[src/rtl/serial_add_ctrl.sv]
// rtl/serial_add_ctrl.sv - bit-serial adder sequencer with valid/ready operand and result handshakes
//
// Purpose:
//   Adds two WIDTH-bit operands one bit per clock, LSB first, through a
//   registered full-adder stage. Operands arrive over an in_valid/in_ready
//   handshake. The sum and carry-out leave over an out_valid/out_ready
//   handshake. The result appears exactly WIDTH edges after acceptance.
//
// Optional feature:
//   SERIAL_SUB_EN - when defined, adds input op_sub. With op_sub=1 the block
//   computes A-B in two's complement, and carry_out is the not-borrow flag.
//
// Ports:
//   clk        in   clock; all state updates on the rising edge
//   rst        in   asynchronous active-low reset
//   in_valid   in   operand pair on op_a/op_b is valid
//   in_ready   out  operands can be accepted (IDLE only)
//   op_a       in   WIDTH-bit addend A
//   op_b       in   WIDTH-bit addend B
//   op_sub     in   (SERIAL_SUB_EN only) 1 = subtract, sampled on acceptance
//   out_valid  out  sum/carry_out valid (DONE only)
//   out_ready  in   consumer accepts the result
//   sum        out  registered WIDTH-bit result
//   carry_out  out  registered carry out of bit WIDTH-1
//   busy       out  high in RUN and DONE

module serial_add_ctrl #(
  parameter int WIDTH = 8
) (
  input  logic             clk,
  input  logic             rst,
  input  logic             in_valid,
  output logic             in_ready,
  input  logic [WIDTH-1:0] op_a,
  input  logic [WIDTH-1:0] op_b,
`ifdef SERIAL_SUB_EN
  input  logic             op_sub,
`endif
  output logic             out_valid,
  input  logic             out_ready,
  output logic [WIDTH-1:0] sum,
  output logic             carry_out,
  output logic             busy
);

  localparam int CNT_W = $clog2(WIDTH + 1);
  localparam logic [CNT_W-1:0] LAST_CNT = CNT_W'(WIDTH - 1);

  typedef enum logic [1:0] {
    IDLE = 2'd0,
    RUN  = 2'd1,
    DONE = 2'd2
  } state_t;

  state_t           r_state;
  state_t           w_state_next;

  logic [WIDTH-1:0] r_a;
  logic [WIDTH-1:0] r_b;
  logic             r_c;
  logic [CNT_W-1:0] r_cnt;
  // Holds the WIDTH-1 most recent partial-sum bits; the final bit comes
  // straight from the adder on the DONE-entry edge.
  logic [WIDTH-2:0] r_res;
  logic [WIDTH-1:0] r_sum;
  logic             r_cout;

  logic             w_accept;
  logic             w_last;
  logic             w_s;
  logic             w_c;
  logic [WIDTH-1:0] w_shift;
  logic [WIDTH-1:0] w_b_load;
  logic             w_c_init;

  // Operand load selection: subtraction is A + ~B + 1.
`ifdef SERIAL_SUB_EN
  assign w_b_load = op_sub ? ~op_b : op_b;
  assign w_c_init = op_sub;
`else
  assign w_b_load = op_b;
  assign w_c_init = 1'b0;
`endif

  assign w_accept = (r_state == IDLE) && in_valid;
  assign w_last   = (r_state == RUN) && (r_cnt == LAST_CNT);

  // One full-adder bit per clock.
  assign w_s = r_a[0] ^ r_b[0] ^ r_c;
  assign w_c = (r_a[0] & r_b[0]) | (r_c & (r_a[0] ^ r_b[0]));

  // New bit enters at the MSB, older bits move toward the LSB.
  assign w_shift = {w_s, r_res};

  // State register.
  always_ff @(posedge clk or negedge rst) begin
    if (!rst) begin
      r_state <= IDLE;
    end else begin
      r_state <= w_state_next;
    end
  end

  // Next-state and handshake decode; outputs depend on state only.
  always_comb begin
    w_state_next = r_state;
    in_ready     = 1'b0;
    out_valid    = 1'b0;
    busy         = 1'b0;
    case (r_state)
      IDLE: begin
        in_ready = 1'b1;
        if (in_valid) begin
          w_state_next = RUN;
        end
      end
      RUN: begin
        busy = 1'b1;
        if (r_cnt == LAST_CNT) begin
          w_state_next = DONE;
        end
      end
      DONE: begin
        busy      = 1'b1;
        out_valid = 1'b1;
        if (out_ready) begin
          w_state_next = IDLE;
        end
      end
      default: begin
        w_state_next = IDLE;
      end
    endcase
  end

  // Serial datapath.
  always_ff @(posedge clk or negedge rst) begin
    if (!rst) begin
      r_a    <= '0;
      r_b    <= '0;
      r_c    <= 1'b0;
      r_cnt  <= '0;
      r_res  <= '0;
      r_sum  <= '0;
      r_cout <= 1'b0;
    end else if (w_accept) begin
      r_a   <= op_a;
      r_b   <= w_b_load;
      r_c   <= w_c_init;
      r_cnt <= '0;
      r_res <= '0;
    end else if (r_state == RUN) begin
      r_a   <= {1'b0, r_a[WIDTH-1:1]};
      r_b   <= {1'b0, r_b[WIDTH-1:1]};
      r_c   <= w_c;
      r_cnt <= r_cnt + 1'b1;
      r_res <= w_shift[WIDTH-1:1];
      // Only the completed result is published; partial sums stay internal.
      if (w_last) begin
        r_sum  <= w_shift;
        r_cout <= w_c;
      end
    end
  end

  assign sum       = r_sum;
  assign carry_out = r_cout;

endmodule

[config.mk]
export PLATFORM = sky130hd
export DESIGN_NAME = serial_add_ctrl
export DESIGN_NICKNAME = d
export VERILOG_FILES = /design/src/rtl/serial_add_ctrl.sv
export SDC_FILE = /design/constraint.sdc
export NUM_CORES = 1
export LEC_CHECK = 0
export ABC_AREA = 1
export CAP_MARGIN = 20
export CORE_MARGIN = 1.5
export CORE_UTILIZATION = 40
export CTS_CLUSTER_DIAMETER = 60
export CTS_CLUSTER_SIZE = 30
export DETAILED_ROUTE_END_ITERATION = 16
export PLACE_DENSITY = 0.72
export SLEW_MARGIN = 20
export SYNTH_ARGS = -nofsm -noshare
export SYNTH_HDL_FRONTEND = slang
export SYNTH_SLANG_ARGS = --single-unit
[constraint.sdc]
create_clock -name clk -period 1.26 [get_ports clk]
set_input_delay 0.252 -clock clk [delete_from_list [all_inputs] [get_ports clk]]
set_output_delay 0.252 -clock clk [all_outputs]
set_load 0.01 [all_outputs]
[Yosys cells after proc, flatten, opt, wreduce, memory -nomap -nowiden]
Cells that the tools add are included.
Word-level totals
  word-level logic and storage cells: 45
  register bits: 39
  bits of input ports: 20
  output and inout bits: 12
Cells by class
  bitwise logic cells: 6
  mux-type cells: 17
  equal/unequal tests: 6
  reductions and logical operators: 7
  add/sub/neg operators: 1
Operators with widths (number)
  $mux W8: 4
  $mux W7: 2
  $mux W4: 2
  $mux W2: 3
  $ne A2 B2 Y1 const B: 3
  $pmux W2 S3: 1
  $reduce_and A3 Y1: 2
  $mux W1: 5
  $add A4 B1 Y4 const B: 1
  $eq A4 B3 Y1 const B: 1
  $and A1 B1 Y1: 2
  $eq A2 B1 Y1 const B: 1
  $eq A2 B2 Y1 const B: 1
  $logic_and A1 B1 Y1: 2
  $logic_not A2 Y1: 1
  $reduce_bool A2 Y1: 1
  $reduce_or A2 Y1: 1
  $xor A1 B1 Y1: 2
  $not A1 Y1: 1
  $or A1 B1 Y1: 1

[Longest topological paths before layout]
  depth in word-level cells: 5
  depth in mapped cells: 9
  mapped depth without buffers: 8

[Worst setup path after synthesis]
OpenSTA, ideal clock, no wires.
  path type: reg2reg
  start: reg r_state[0]
  end: reg r_a[2]
  library setup time: 0.124 ns
  slack: -0.129 ns
  arrival: 1.266 ns
  buffers on the path: 1
  cell stages (with the launch flop): 9
  clock period less this slack: 1.389 ns
  cells stage by stage: dfrtp_1 > inv_1 > ha_1 > nand2_4 > nand2_4 > inv_6 > buf_6 > nand2_1 > nand3_1
Between the ends
  cells in the longest elaborated chain, start to end: 3
  elaborated cells on any way between the ends: 5
  classes of those cells: eq/ne (1); mux (1); reduce/logical (3)
Ends and longest elaborated chain
  from (decl): RTL line 55  | state_t r_state;
  from (signal assigned): RTL line 100  | r_state <= w_state_next;
  $logic_not A2 Y1: RTL line 85  | assign w_accept = (r_state == IDLE) && in_valid;
  $logic_and A1 B1 Y1: RTL line 85
  $mux W8 or $reduce_bool A2 Y1 (tied branches)
  to (signal assigned): RTL line 147  | r_a <= op_a;
  to (signal assigned): RTL line 153  | r_a <= {1'b0, r_a[WIDTH-1:1]};
  to (decl): RTL line 58  | logic [WIDTH-1:0] r_a;
Parallel ways exist; a longest one is shown, timed or not.
A chain may end at the register's enable or synchronous reset.

[Final worst setup path]
  start: reg r_cnt[0]
  end: reg r_sum[1], in the netlist sum[1]
Between the ends
  cells in the longest elaborated chain, start to end: 3
Ends and longest elaborated chain
  from (decl): RTL line 61  | logic [CNT_W-1:0] r_cnt;
  from (signal assigned): RTL line 156  | r_cnt <= r_cnt + 1'b1;
  $eq A4 B3 Y1: RTL line 86  | assign w_last = (r_state == RUN) && (r_cnt == LAST_CNT);
  $logic_and A1 B1 Y1: RTL line 86
  $reduce_and A3 Y1 (no source line)
  to (signal assigned): RTL line 160  | r_sum <= w_shift;
  to (decl): RTL line 65  | logic [WIDTH-1:0] r_sum;
Every way passes these cells.

==> impl_metrics.tcl <==
set metrics [dict create \
    tritoncts "yes" \
    failed_checks "setup timing" \
    hold_slack_ns 0.405 \
    dp_worst_setup_slack_ns -0.210 \
    vdd_drop_max_uv 1010 \
    fp.dieW_um 69.8 \
    min_period_ns 1.41 \
    final.setup.worst_slack_ns -0.148 \
    dieArea_um2 4870 \
    seq_area_um2 976 \
    cts_buffers 5 \
    cp_max_fo 11 \
    ys_types 20 \
    worstPathArrival_ns 1.58 \
    drtAntennaViolNets 0 \
    totalWireLength_mm 3.82 \
    path_clk_slew_ns 0.07 \
    critPathRequiredTime_ns 1.43 \
    area_growth_pct 41.8 \
    syn_area_per_cell_um2 8.93 \
    num_rows 24 \
    synth_enable_flop_cells 0 \
    multiInputGateArea_um2 825 \
    grt_pass1_vias 1409 \
    ys_seq_area_frac 0.547 \
    r2r_slack_ns -0.15 \
    finalHoldViolCount 0 \
    fillers 364 \
    start_util 0.413 \
    relSlewSlack 0.755 \
    drtIter0Drc 60 \
    drc 0 \
    yosys.area.top_type_share 0.547 \
    ys_ff_latch 39 \
    worst_pin_slew_ns 0.367 \
    slew_violations 0 \
    cap_violations 0 \
    firstDrtPassIters 4 \
    overflow 0 \
    nets 277 \
    endpoint_kind "flip-flop" \
    synth_area_leaders "dfrtp_1 (55%), nand2_1 (18%), nand3_1 (4.8%)" \
    vias_per_cell 4.69 \
    h-tree-depth 2 \
    hpwl_mm 2.25 \
    setup_viol 38 \
    powerDensity_nw_per_um2 2120 \
    grt_max_degree 26 \
    leakagePower_nw 1.29 \
    place.gp.congestion 0.761 \
    cts_sinks 39 \
    grtUsageTotal 0.161 \
    yosysTopAreaCell "dfrtp_1" \
    antenna_found_initial 0 \
    clkLatencyLatePin_ns 0.28 \
    synthArstFlopShare 1.00 \
    synthFlopType "dfrtp_1" \
    die_height_um 69.8 \
    dp_cells 284 \
    final_cells 302 \
    fmax_ghz 0.710 \
    synth_area_um2 1790 \
    grt_pass1_wl_mm 6.19 \
    fin_crit_sh 1.12 \
    io_buffers 31 \
    insertedDiodeCount 0 \
    status "finished with violations" \
    worstSetupPathType "reg2reg" \
    drive_above_1_share 0.256 \
    hp-class "in2async" \
    syn-instance-count 200 \
    vias 1417 \
    finClkSkew_ns 0.00249 \
    rsz0062_at_grt "yes" \
    syn_nets 226 \
    cp-start-kind "flip-flop" \
    clockBufferDepth 2 \
    core-area_um2 4320 \
    synth_warnings 0 \
    ioPinCount 32 \
    wire_per_inst_um 12.6 \
    root_buffer "clkbuf_8" \
]
==> repair_timing <==
action                                  CTS  global route
gates resized for setup                  39            28
pin swaps                                 7            12
endpoints found under the setup margin   46            41
hold buffers                              1             0
setup buffers                             6             5
gates cloned                              1             0
endpoints found under the hold margin    14             0
==> power breakdown <==
part	internal (mW)	total, mW	switching, mW
Combinational	1.28	2.71	1.43
Sequential	1.64	1.90	0.253
Clock	0.369	0.758	0.389
==> through the flow <==
step                      utilization  instance area, um^2  TNS, ns  power [mW]
after floorplan                     -                 1830   -0.110        3.35
after global placement          0.514                 2220    -5.75        3.83
after detailed placement        0.514                 2220    -6.31        3.90
after CTS                       0.553                 2390    -2.87        4.95
after global routing            0.586                 2530    -6.15        5.77
final                           0.586                 2530    -3.30        5.37
==> final timing paths <==
path	startpoint	to	depth (start not counted)
max in group asynchronous	rst	r_cnt[1]	3
hold reg to reg	sum[0]	sum[0]	2
min in group clk	sum[0]	sum[0]	2
hold / removal	rst	r_a[4]	2
setup reg to reg	r_cnt[0]	sum[1]	6
setup / recovery	r_cnt[0]	sum[1]	6
==> layer usage <==
layer	GRT usage	part of all wire	up-vias
met5	0	0	-
met4	0.0321	0.0045	0
met3	0.0567	0.040	2
met2	0.257	0.50	34
met1	0.213	0.46	650
li1	-	-	731
==> state kept, by name, summed over array words and instances (netlist names) <==
register,count
r_cnt,4
r_res,7
sum,8
r_state,2
r_b,8
r_c,1
r_a,8
carry_out,1
==> worst max-delay path, stage by stage (launching register included) <==
cell and delay, ns:
dfrtp_1 0.41, ha_1 0.25, nand3_1 0.19, buf_4 0.26, nor2_8 0.07, nand2_1 0.07
nand2_1 0.05
==> layout by cell type, fill, tap and decap left out, types with 2 or more instances in the layout <==
cell and instances:
clkbuf_8 5, nand3_1 14, nor2_1 4, buf_12 5, o21ai_0 4, buf_6 7, nand3_2 3, dlygate4sd2_1 9
ha_4 2, ha_1 2, nand2_2 13, buf_4 8, o22ai_1 2, nand2_8 3, nand2_1 73, inv_2 5
o22ai_2 2, inv_1 9, dfrtp_1 39, clkdlybuf4s50_1 18, o21ai_1 8, inv_8 2
==> cells by family after synthesis <==
family | Yosys count | share of synthesized area
DFF | 39 | 0.547
buffers and inverters | 23 | 0.0736
adders and majority gates | 6 | 0.0463
and+or+nand+nor | 113 | 0.277
AOI/OAI and AO/OA | 19 | 0.0568
==> area by class of cell <==
cell class | instances | share of cell area
flip-flops and latches | 39 | 0.385
multi-input cells | 139 | 0.326
repair buffers | 49 | 0.203
inverters | 17 | 0.0321
clock buffers | 6 | 0.0287
well taps | 52 | 0.0257
==> synth_stat cells (2+ instances only) <==
cell	instances
inv_2	2
ha_1	5
o22ai_1	5
buf_6	4
nand2_4	2
o21ai_0	9
buf_4	2
nand2_1	87
nor2_1	4
dfrtp_1	39
inv_1	13
nand3_1	17
o21ai_1	4
Power figures use the tool's default switching activity.
